`src/rtl/regfile_param.sv`:
```
// Parametrised integer register file with a post-reset clearing sweep.
//   XLEN / NREGS / NREAD / ZERO_REG configure width, depth, read ports and
//   the hardwired-zero register; AW is derived from NREGS.
// Optional feature macro: REGFILE_BYPASS_EN
//   defined   -> a write accepted this cycle is forwarded to matching read ports
//   undefined -> reads always show the stored contents (no rd/write -> rs path)
//
// FSM states
//   state | meaning
//   CLEAR | sweep writing 0 to mem[clr_cnt]; busy=1, writes dropped, reads 0
//   READY | normal operation; writes accepted, reads return stored data
module regfile_param #(
  parameter int XLEN     = 32,
  parameter int NREGS    = 32,
  parameter int NREAD    = 2,
  parameter int ZERO_REG = 1,
  parameter int AW       = $clog2(NREGS)
) (
  input  logic                  clk,
  input  logic                  reset,
  input  logic [NREAD*AW-1:0]   rs_addr,
  output logic [NREAD*XLEN-1:0] rs,
  input  logic [AW-1:0]         rd_addr,
  input  logic [XLEN-1:0]       rd,
  input  logic                  write,
  output logic                  busy
);

  typedef enum logic {
    CLEAR = 1'b0,
    READY = 1'b1
  } state_t;

  localparam logic [AW-1:0] LAST_IDX = AW'(NREGS - 1);

  state_t          state;
  state_t          state_next;
  logic [AW-1:0]   clr_cnt;
  logic [AW-1:0]   clr_cnt_next;

  logic [XLEN-1:0] mem [NREGS];

  logic            wr_accept;
  logic            mem_we;
  logic [AW-1:0]   mem_waddr;
  logic [XLEN-1:0] mem_wdata;

  // Addresses at or above NREGS exist only when NREGS is not a power of two;
  // widening by one bit keeps the compare meaningful for every NREGS.
  function automatic logic in_range(input logic [AW-1:0] a);
    return ({1'b0, a} < (AW+1)'(NREGS));
  endfunction

  function automatic logic is_zero_reg(input logic [AW-1:0] a);
    return (ZERO_REG != 0) && (a == '0);
  endfunction

  // State register and sweep counter; reset restarts the sweep from entry 0.
  always_ff @(posedge clk) begin
    if (reset) begin
      state   <= CLEAR;
      clr_cnt <= '0;
    end else begin
      state   <= state_next;
      clr_cnt <= clr_cnt_next;
    end
  end

  // Next-state logic: advance the sweep, leave CLEAR after the last entry.
  always_comb begin
    state_next   = state;
    clr_cnt_next = clr_cnt;
    case (state)
      CLEAR: begin
        if (clr_cnt == LAST_IDX) begin
          state_next   = READY;
          clr_cnt_next = '0;
        end else begin
          clr_cnt_next = clr_cnt + 1'b1;
        end
      end
      READY:   state_next = READY;
      default: state_next = CLEAR;
    endcase
  end

  // Output logic: busy flag and the single memory write port selection.
  // The reset cycle performs no memory write at all.
  always_comb begin
    busy      = (state == CLEAR);
    wr_accept = (state == READY) && write && in_range(rd_addr) && !is_zero_reg(rd_addr);
    mem_we    = 1'b0;
    mem_waddr = '0;
    mem_wdata = '0;
    if (!reset) begin
      if (state == CLEAR) begin
        mem_we    = 1'b1;
        mem_waddr = clr_cnt;
        mem_wdata = '0;
      end else if (wr_accept) begin
        mem_we    = 1'b1;
        mem_waddr = rd_addr;
        mem_wdata = rd;
      end
    end
  end

  // Storage array; no reset of its own, the sweep provides the clearing.
  always_ff @(posedge clk) begin
    if (mem_we) begin
      mem[mem_waddr] <= mem_wdata;
    end
  end

  // Combinational read ports; busy, zero-reg and range masking beat the data.
  for (genvar g = 0; g < NREAD; g++) begin : g_read
    logic [AW-1:0]   addr;
    logic [XLEN-1:0] data;

    assign addr = rs_addr[g*AW +: AW];

    // Select the value seen on this port in the current cycle.
    always_comb begin
      data = '0;
      if (busy || is_zero_reg(addr) || !in_range(addr)) begin
        data = '0;
`ifdef REGFILE_BYPASS_EN
      end else if (wr_accept && (addr == rd_addr)) begin
        data = rd;
`endif
      end else begin
        data = mem[addr];
      end
    end

    assign rs[g*XLEN +: XLEN] = data;
  end

endmodule

```
`config.mk`:
```
export PLATFORM = sky130hd
export DESIGN_NAME = regfile_param
export DESIGN_NICKNAME = d
export VERILOG_FILES = /design/src/rtl/regfile_param.sv
export SDC_FILE = /design/constraint.sdc
export NUM_CORES = 1
export LEC_CHECK = 0
export ABC_AREA = 0
export BUFFER_PORTS_ARGS = -buffer_cell sky130_fd_sc_hd__buf_2
export CAP_MARGIN = 15
export CELL_PAD_IN_SITES_DETAIL_PLACEMENT = 1
export CELL_PAD_IN_SITES_GLOBAL_PLACEMENT = 1
export CORE_MARGIN = 5
export CORE_UTILIZATION = 42
export CTS_CLUSTER_SIZE = 24
export DETAILED_ROUTE_END_ITERATION = 10
export PLACE_DENSITY_LB_ADDON = 0.1
export RECOVER_POWER = 25
export SYNTH_ARGS = -nofsm -noshare
export SYNTH_HDL_FRONTEND = slang
export SYNTH_SLANG_ARGS = --single-unit
```
`constraint.sdc`:
```
create_clock -name clk -period 4.15 [get_ports clk]
set_input_delay 0.415 -clock clk [delete_from_list [all_inputs] [get_ports clk]]
set_output_delay 0.415 -clock clk [all_outputs]
set_load 0.02 [all_outputs]
```
-- After elaboration in Yosys (flattened, before gate mapping)
Memory sizes are Yosys's and may differ from the RTL's.
Cells that the tools add are included.
- register bits: 6
- RAM bits: 1024
- output and inout bits: 65
- logic and storage cells: 30
- memories: 1
- add/sub/neg operators: 1
- eq/ne operators: 1
- muxes and demuxes: 16
- bitwise operators: 1
- reduce and logical (&&, ||, !) cells: 8
- memories (name ; depth ; width ; rd ports ; clocked after memory_dff ; wr ports ; line ; RTL):
    mem ; 32 ; 32 ; 2 ; 0 ; 1 ; 41 ; logic [XLEN-1:0] mem [NREGS];
- operators by type and width (operator ; count):
    $mux 32 ; 5
    $mux 5 ; 4
    $logic_not 5->1 ; 3
    $mux 1 ; 6
    $add 5x1->5 const B ; 1
    $eq 5x5->1 const B ; 1
    $logic_and 1x1->1 ; 2
    $logic_or 1x1->1 ; 2
    $pmux 1 s2 ; 1
    $logic_not 1->1 ; 1
    $not 1->1 ; 1

-- Longest topological paths before layout
Gate-level depths: netlist of run 1.
- depth in word-level cells: 8
- depth in mapped cells: 8
- depth with buffers taken out: 6

-- Worst setup path after synthesis of run 1
OpenSTA, ideal clock, no wires.
- path kind: register -> register
- start: register state
- end: memory mem[12][0] (enable)
- arrival time: 2759 ps
- data required time: 3729 ps
- setup slack: 970 ps
- stages on the path, launching flop included: 9
- buffers on the path: 4
- cells stage by stage: dfxtp_1 > clkbuf_1 > buf_4 > buf_4 > buf_2 > nand3_1 > a21oi_1 > nand2_1 > nor2_1
- word-level cells in the longest chain between the ends: 7
- ends and longest elaborated chain (item ; line ; RTL):
    start, declared ; 36 ; state_t state;
    start signal, assigned ; 64 ; state <= state_next;
    $logic_and 1x1->1 (2 in a row) ; 91 ; wr_accept = (state == READY) && write && in_range(rd_addr) && !is_zero_reg(rd_addr);
    $mux 1 ; 100 ; end else if (wr_accept) begin
    $mux 1 ; 96 ; if (state == CLEAR) begin
    $mux 1 ; 95 ; if (!reset) begin
    $mux 1 ; 110 ; if (mem_we) begin
    $mux 1 (not written as such) ; 111 ; mem[mem_waddr] <= mem_wdata;
    end, declared ; 41 ;
Several ways; a longest one is shown, not always the timed one.

-- Final worst setup path of run 1
- start: register state
- end: output port rs[29]
- word-level cells in the longest chain between the ends: 3
- ends and longest elaborated chain (item ; line ; RTL):
    $not 1->1 ; -- ;
    $logic_or 1x1->1 ; 125 ; if (busy || is_zero_reg(addr) || !in_range(addr)) begin
    $mux 32 ; 125 ;
    end, declared ; 22 ; output logic [NREAD*XLEN-1:0] rs,
No other way between the ends.

==> results of run 1 <==
## cell usage in the layout, fill, tap and decap left out, drive strengths merged, types with 62 or more instances in the layout
master  netlist  final
edfxtp     1024   1024
buf         139    277
mux2i       262    262
mux4        252    252
mux2        195    195
clkbuf       94    162
a22oi       161    161
nor2b        70     70
o21ai        69     69
nand3        67     67
a211oi       66     66
nand4        65     65
o22ai        65     65
or3          62     62
## power breakdown
part           internal, uW  switching (uW)  leakage (uW)
registers             11300            30.2        0.0107
logic                   526             790       0.00747
clock network          5980            4210       0.00183
total                 17800            5030        0.0200
## sequential cells by signal, summed over array words and instances, names as in the netlist
name	cells
mem	1024
clr_cnt	5
state	1
## stage by stage
| step | util | hold slack, ns | total power, uW | setup slack, ns | instance area [sq um] |
|---|---|---|---|---|---|
| global placement | 0.455 | 0.540 | 12900 | 0.621 | 52000 |
| CTS | 0.487 | 0.0223 | 23000 | 0.197 | 55700 |
| detailed placement | 0.455 | 0.572 | 12900 | 0.551 | 52000 |
| floorplan | - | 0.500 | 12400 | 0.970 | 48400 |
| global route | 0.487 | 0.0553 | 23500 | 0.124 | 55600 |
| finish | 0.487 | 0.0687 | 22900 | 0.225 | 55600 |
## cells by family after synthesis
logic type	count (synthesis)
compound gates	472
fa+ha+maj	2
buf+inv	236
flops	1030
mux	709
simple gates	464
## worst max path at each step
stage | depth (start not counted) | end | startpoint
global route | 7 | rs[1] | state$_SDFF_PP0_
global placement | 7 | rs[1] | state$_SDFF_PP0_
floorplan | 8 | mem[12][0]$_DFFE_PP_ | state$_SDFF_PP0_
finish | 7 | rs[29] | state$_SDFF_PP0_
detailed placement | 5 | rs[55] | state$_SDFF_PP0_
CTS | 7 | rs[1] | state$_SDFF_PP0_
## cell type report
type	count	area [sq um]	share of cell area
Clock buffer	138	3010	0.0540
Sequential cell	1030	30900	0.555
Multi-Input combinational cell	1647	16700	0.300
Timing Repair Buffer	301	2430	0.0438
Antenna cell	2	5.00	0.0000899
Clock inverter	72	701	0.0126
Tap cell	1512	1890	0.0340
Inverter	3	11.3	0.000202
## per-layer routing
layer  GRT usage  up-vias  share of wire
met5           0        -       0.000072
met4      0.0981        2          0.036
met3      0.0479      342          0.075
met2       0.480     1551           0.48
met1       0.401    16900           0.41
li1            -    12500              -
==> metrics.csv, run 1 <==
metric,value,unit
outcome,finished clean,
fin_setup_tns,0,ns
vdd_drop_max,0.000334,V
synth_common_cells,"edfxtp_1, mux2i_1, mux4_2",
drive_gt1_frac,0.306,
firstDrtPassIters,5,
slew_headroom,0.0163,
htreeDepth,3,
finalWirelength,181000,um
crit_arrival,3.51,ns
num_rows,124,
synth.avg_cell_area,16.6,sq um
ys_seq_elements,1030,
fp.coreArea,0.114,sq mm
worst_pin_slew,1.47,ns
yosys.area_share.simple,0.0544,
period_needed,3.92,ns
drv_cap,0,
cts_resized,1,
synthXorXnorAreaFrac,0,
cpPeakStageDelay,0.83,ns
power_density,411,mW/mm^2
hpwlAfterDp,115000,um
synth_area,0.0484,sq mm
max_freq,255,MHz
cp_max_fo,32,
p_leak,0.0200,uW
synth_ff_type,edfxtp_1,
cts_buffers,113,
rrSetupSlack,0.56,ns
synth_edf_count,1024,
crit_slowest_cell,nor2_4,
syn_nets,2965,
clk_path_buf_depth,3,
startpoint_type,register,
nets,3148,
grt_pass1_vias,32900,
die_h,349,um
wire_per_inst,38.5,um
async_reset_ff_frac,0,
via_per_inst,6.65,
cp_num_buf_inv,3,
r2r-end,mem[19][23]$_DFFE_PP_,
antenna_found_initial,8,
drt_iter0_drc,3619,
clock_sinks,1030,
cts_setup_buffers,0,
yosysUniqueCellTypes,51,
hold_start,reset,
area_growth,15.1,%
vias,31300,
critPathCaptureType,output pin,
cpMostUsedCell,buf_4,
slew_violations,0,
fin_worst_skew,0.0281,ns
r2r-start,state$_SDFF_PP0_,
hold_viol_final,0,
post-synth-top-area-fraction,0.636,
route.detailed.drc,0,
synth_area_leaders,"edfxtp_1, mux4_2, mux2i_1, mux2_2, a22oi_1",
grt_max_degree,75,
io_buffers,114,
rsz0062_at_grt,no,
crit_chain,buf_4 > nand2_1 > nor2_4 > buf_4 > a31oi_1 > nand4_1 > buf_2,
num_io_pins,115,
crit_required,3.73,ns
synth_seq_area_share,0.638,
routabilityCongestion,0.866,
min_to,clr_cnt[4]$_SDFFE_PP0N_,
cts_hold_buffers,0,
instances_no_fill,4705,
netlist_instances,2913,
cts_tree,yes,
synth_most_common_cell,edfxtp_1,
synthAdderAreaFrac,0.000517,
yosysTopAreaCell,edfxtp_1,
grt_pass1_wl,254000,um
cts-root-buf,clkbuf_16,
finalSetupViolations,0,
reg2reg_depth,5,
synth_compound_area_frac,0.0663,
synthMuxAreaShare,0.217,
final_antenna_net_count,0,
cpLargestDelayFamily,simple AND/OR/NAND/NOR gates,
path_class,register to output pin,
start_util,0.423,
clkLatencyLatePin,0.71,ns
synth_top_family_by_area,multiplexers,
fill_cells,10700,
dp.cells,4493,
ys_warn_count,0,
groute.usage.overall,0.292,
hold_depth,2,
clkSlewWorstSetupHoldPaths,0.06,ns
die_x,349,um
min_path_type,primary input to register,
period_share,0.946,
dieArea,0.122,sq mm
grt_remaining_overflow,0,
No activity file was read; power rests on OpenSTA's default activity.
==> inputs of run 2 (changes only) <==
--- a/config.mk
+++ b/config.mk
@@ -15,7 +15,6 @@
 export CTS_CLUSTER_SIZE = 24
 export DETAILED_ROUTE_END_ITERATION = 10
 export PLACE_DENSITY_LB_ADDON = 0.1
-export RECOVER_POWER = 25
 export SYNTH_ARGS = -nofsm -noshare
 export SYNTH_HDL_FRONTEND = slang
 export SYNTH_SLANG_ARGS = --single-unit
==> metrics.csv, run 2 (synthesis results as in run 1) <==
metric,value,unit,change
period_needed,3.94,ns,+0.0137 ns
vdd_drop_max,0.000335,V,+0.20%
num_io_pins,115,,unchanged
cpPeakStageDelay,0.82,ns,about the same
rrSetupSlack,0.97,ns,+0.41 ns
cts_setup_buffers,0,,unchanged
crit_arrival,3.52,ns,about the same
slew_headroom,0.192,,+0.176
fin_worst_skew,0.0256,ns,-0.00246 ns
grt_remaining_overflow,0,,unchanged
power_density,411,mW/mm^2,about the same
route.detailed.drc,0,,unchanged
die_h,349,um,unchanged
finalSetupViolations,0,,unchanged
cts_hold_buffers,0,,unchanged
cts-root-buf,clkbuf_16,,
critPathCaptureType,output pin,,
max_freq,254,MHz,-0.35%
antenna_found_initial,8,,unchanged
cts_tree,yes,,
fp.coreArea,0.114,sq mm,unchanged
met1_usage,0.401,,unchanged
via_per_inst,6.65,,about the same
drive_gt1_frac,0.307,,+0.00125
routabilityCongestion,0.866,,unchanged
worst_pin_slew,1.20,ns,-0.266 ns
crit_chain,buf_4 > nand2_1 > nor2_4 > buf_4 > a31oi_1 > nand4_1 > buf_2,,
outcome,finished clean,,
cts_resized,1,,unchanged
path_class,register to output pin,,
io_buffers,114,,unchanged
cpMostUsedCell,buf_4,,
num_rows,124,,unchanged
dieArea,0.122,sq mm,unchanged
die_x,349,um,unchanged
hold_viol_final,0,,unchanged
dp.cells,4493,,unchanged
power.internal,17800,uW,about the same
startpoint_type,register,,
start_util,0.423,,unchanged
reg2reg_depth,5,,unchanged
wire_per_inst,38.5,um,-0.15%
firstDrtPassIters,8,,+3
grt_max_degree,75,,unchanged
min_path_type,primary input to register,,
clkSlewWorstSetupHoldPaths,0.06,ns,about the same
nets,3148,,unchanged
final_antenna_net_count,0,,unchanged
period_share,0.949,,+0.00330
dpl-instance-area,0.0520,sq mm,unchanged
top_regs,"mem x1024, clr_cnt x5, state x1",,
drt_iter0_drc,3641,,+0.61%
p_comb_frac,0.058,,about the same
fin_setup_tns,0,ns,unchanged
vias,31300,,+0.019%
hpwlAfterDp,115000,um,unchanged
hold_depth,2,,unchanged
grt_use_met3,0.0479,,unchanged
slew_violations,0,,unchanged
rsz0062_at_grt,no,,
mostFrequentLayoutCells,"edfxtp_1, mux2i_1, mux4_2",,
clk_path_buf_depth,3,,unchanged
groute.usage.overall,0.292,,unchanged
largest_register_ffs,1024,,unchanged
clock_sinks,1030,,unchanged
crit_required,3.73,ns,about the same
cts_buffers,113,,unchanged
fill_cells,10700,,-0.056%
instances_no_fill,4705,,unchanged
p_sw,5050,uW,+0.28%
r2r-start,state$_SDFF_PP0_,,
htreeDepth,3,,unchanged
grt_pass1_vias,32900,,unchanged
drv_cap,0,,unchanged
crit_slowest_cell,nor2_4,,
grt_use_met2,0.480,,unchanged
layout_commonest_cell,edfxtp_1,,
finalWirelength,181000,um,-0.15%
cp_max_fo,32,,unchanged
area_growth,15.2,%,
hold_start,reset,,
power_frac_seq,0.496,,about the same
power_frac_clock,0.446,,about the same
p_leak,0.0200,uW,+0.17%
finalInstanceArea,0.0557,sq mm,+0.13%
grt_pass1_wl,254000,um,unchanged
min_to,clr_cnt[1]$_SDFFE_PP0N_,,
largest-register,mem,,
clkLatencyLatePin,0.71,ns,about the same
r2r-end,mem[8][26]$_DFFE_PP_,,
switching_share,0.220,,+0.000481
busiest_layer,met2,,
run 2: cell types whose count changed in the layout (fill, tap and decap cells not counted):
cell	change
and2_0	-12
nor2_1	-1
clkbuf_2	-21
clkbuf_1	-2
buf_4	+22
nor3_1	-1
and2_1	+12
nor3_2	+1
buf_2	+1
nor2_4	+1
run 2: per-stage QoR:
step / worst slack [ns] / hold WS (ns) / total power (uW) / util
2_1_floorplan: 0.970 / 0.500 / 12400 / -
3_3_place_gp: 0.621 / 0.540 / 12900 / 0.455
3_5_place_dp: 0.551 / 0.572 / 12900 / 0.455
4_1_cts: 0.197 / 0.0223 / 23000 / 0.487
5_1_grt: 0.124 / 0.0595 / 23500 / 0.487
6_report: 0.211 / 0.0718 / 22900 / 0.487
run 2: worst max-delay path, delay by kind of cell (launching register included):
kind                   cells  cell delay [ns]
DFF                        1             0.72
buffers and inverters      3             0.82
and+or+nand+nor            3             1.09
AOI/OAI and AO/OA          1             0.17
run 2: area by class of cell:
type / count / area [sq um] / share of cell area
Sequential cell: 1030 / 30900 / 0.554
Multi-Input combinational cell: 1647 / 16700 / 0.300
Clock buffer: 138 / 3010 / 0.0540
Timing Repair Buffer: 301 / 2490 / 0.0447
Tap cell: 1512 / 1890 / 0.0340
Clock inverter: 72 / 701 / 0.0126
Inverter: 3 / 11.3 / 0.000202
Antenna cell: 2 / 5.00 / 0.0000898
run 2: worst max path at each step:
stage / depth (start not counted) / slack (ns) / start / end
global placement: 7 / 0.62 / state$_SDFF_PP0_ / rs[1]
CTS: 7 / 0.20 / state$_SDFF_PP0_ / rs[1]
finish: 7 / 0.21 / state$_SDFF_PP0_ / rs[29]
global route: 7 / 0.12 / state$_SDFF_PP0_ / rs[1]
detailed placement: 5 / 0.55 / state$_SDFF_PP0_ / rs[55]
floorplan: 8 / 0.97 / state$_SDFF_PP0_ / mem[12][0]$_DFFE_PP_
run 2: layer usage:
metal  wire length (um)  part of all wire
met1              73900              0.41
met2              86600              0.48
met3              13900             0.077
met4               6500             0.036
met5                 13          0.000072
run 2: power by group through the flow:
stage / combinational (uW) / sequential (uW) / clock, uW
after floorplan: 827 / 11600 / 0
after global placement: 1290 / 11600 / 0
after detailed placement: 1310 / 11600 / 0
after CTS: 1310 / 11400 / 10300
after global routing: 1360 / 11400 / 10800
final: 1320 / 11400 / 10200
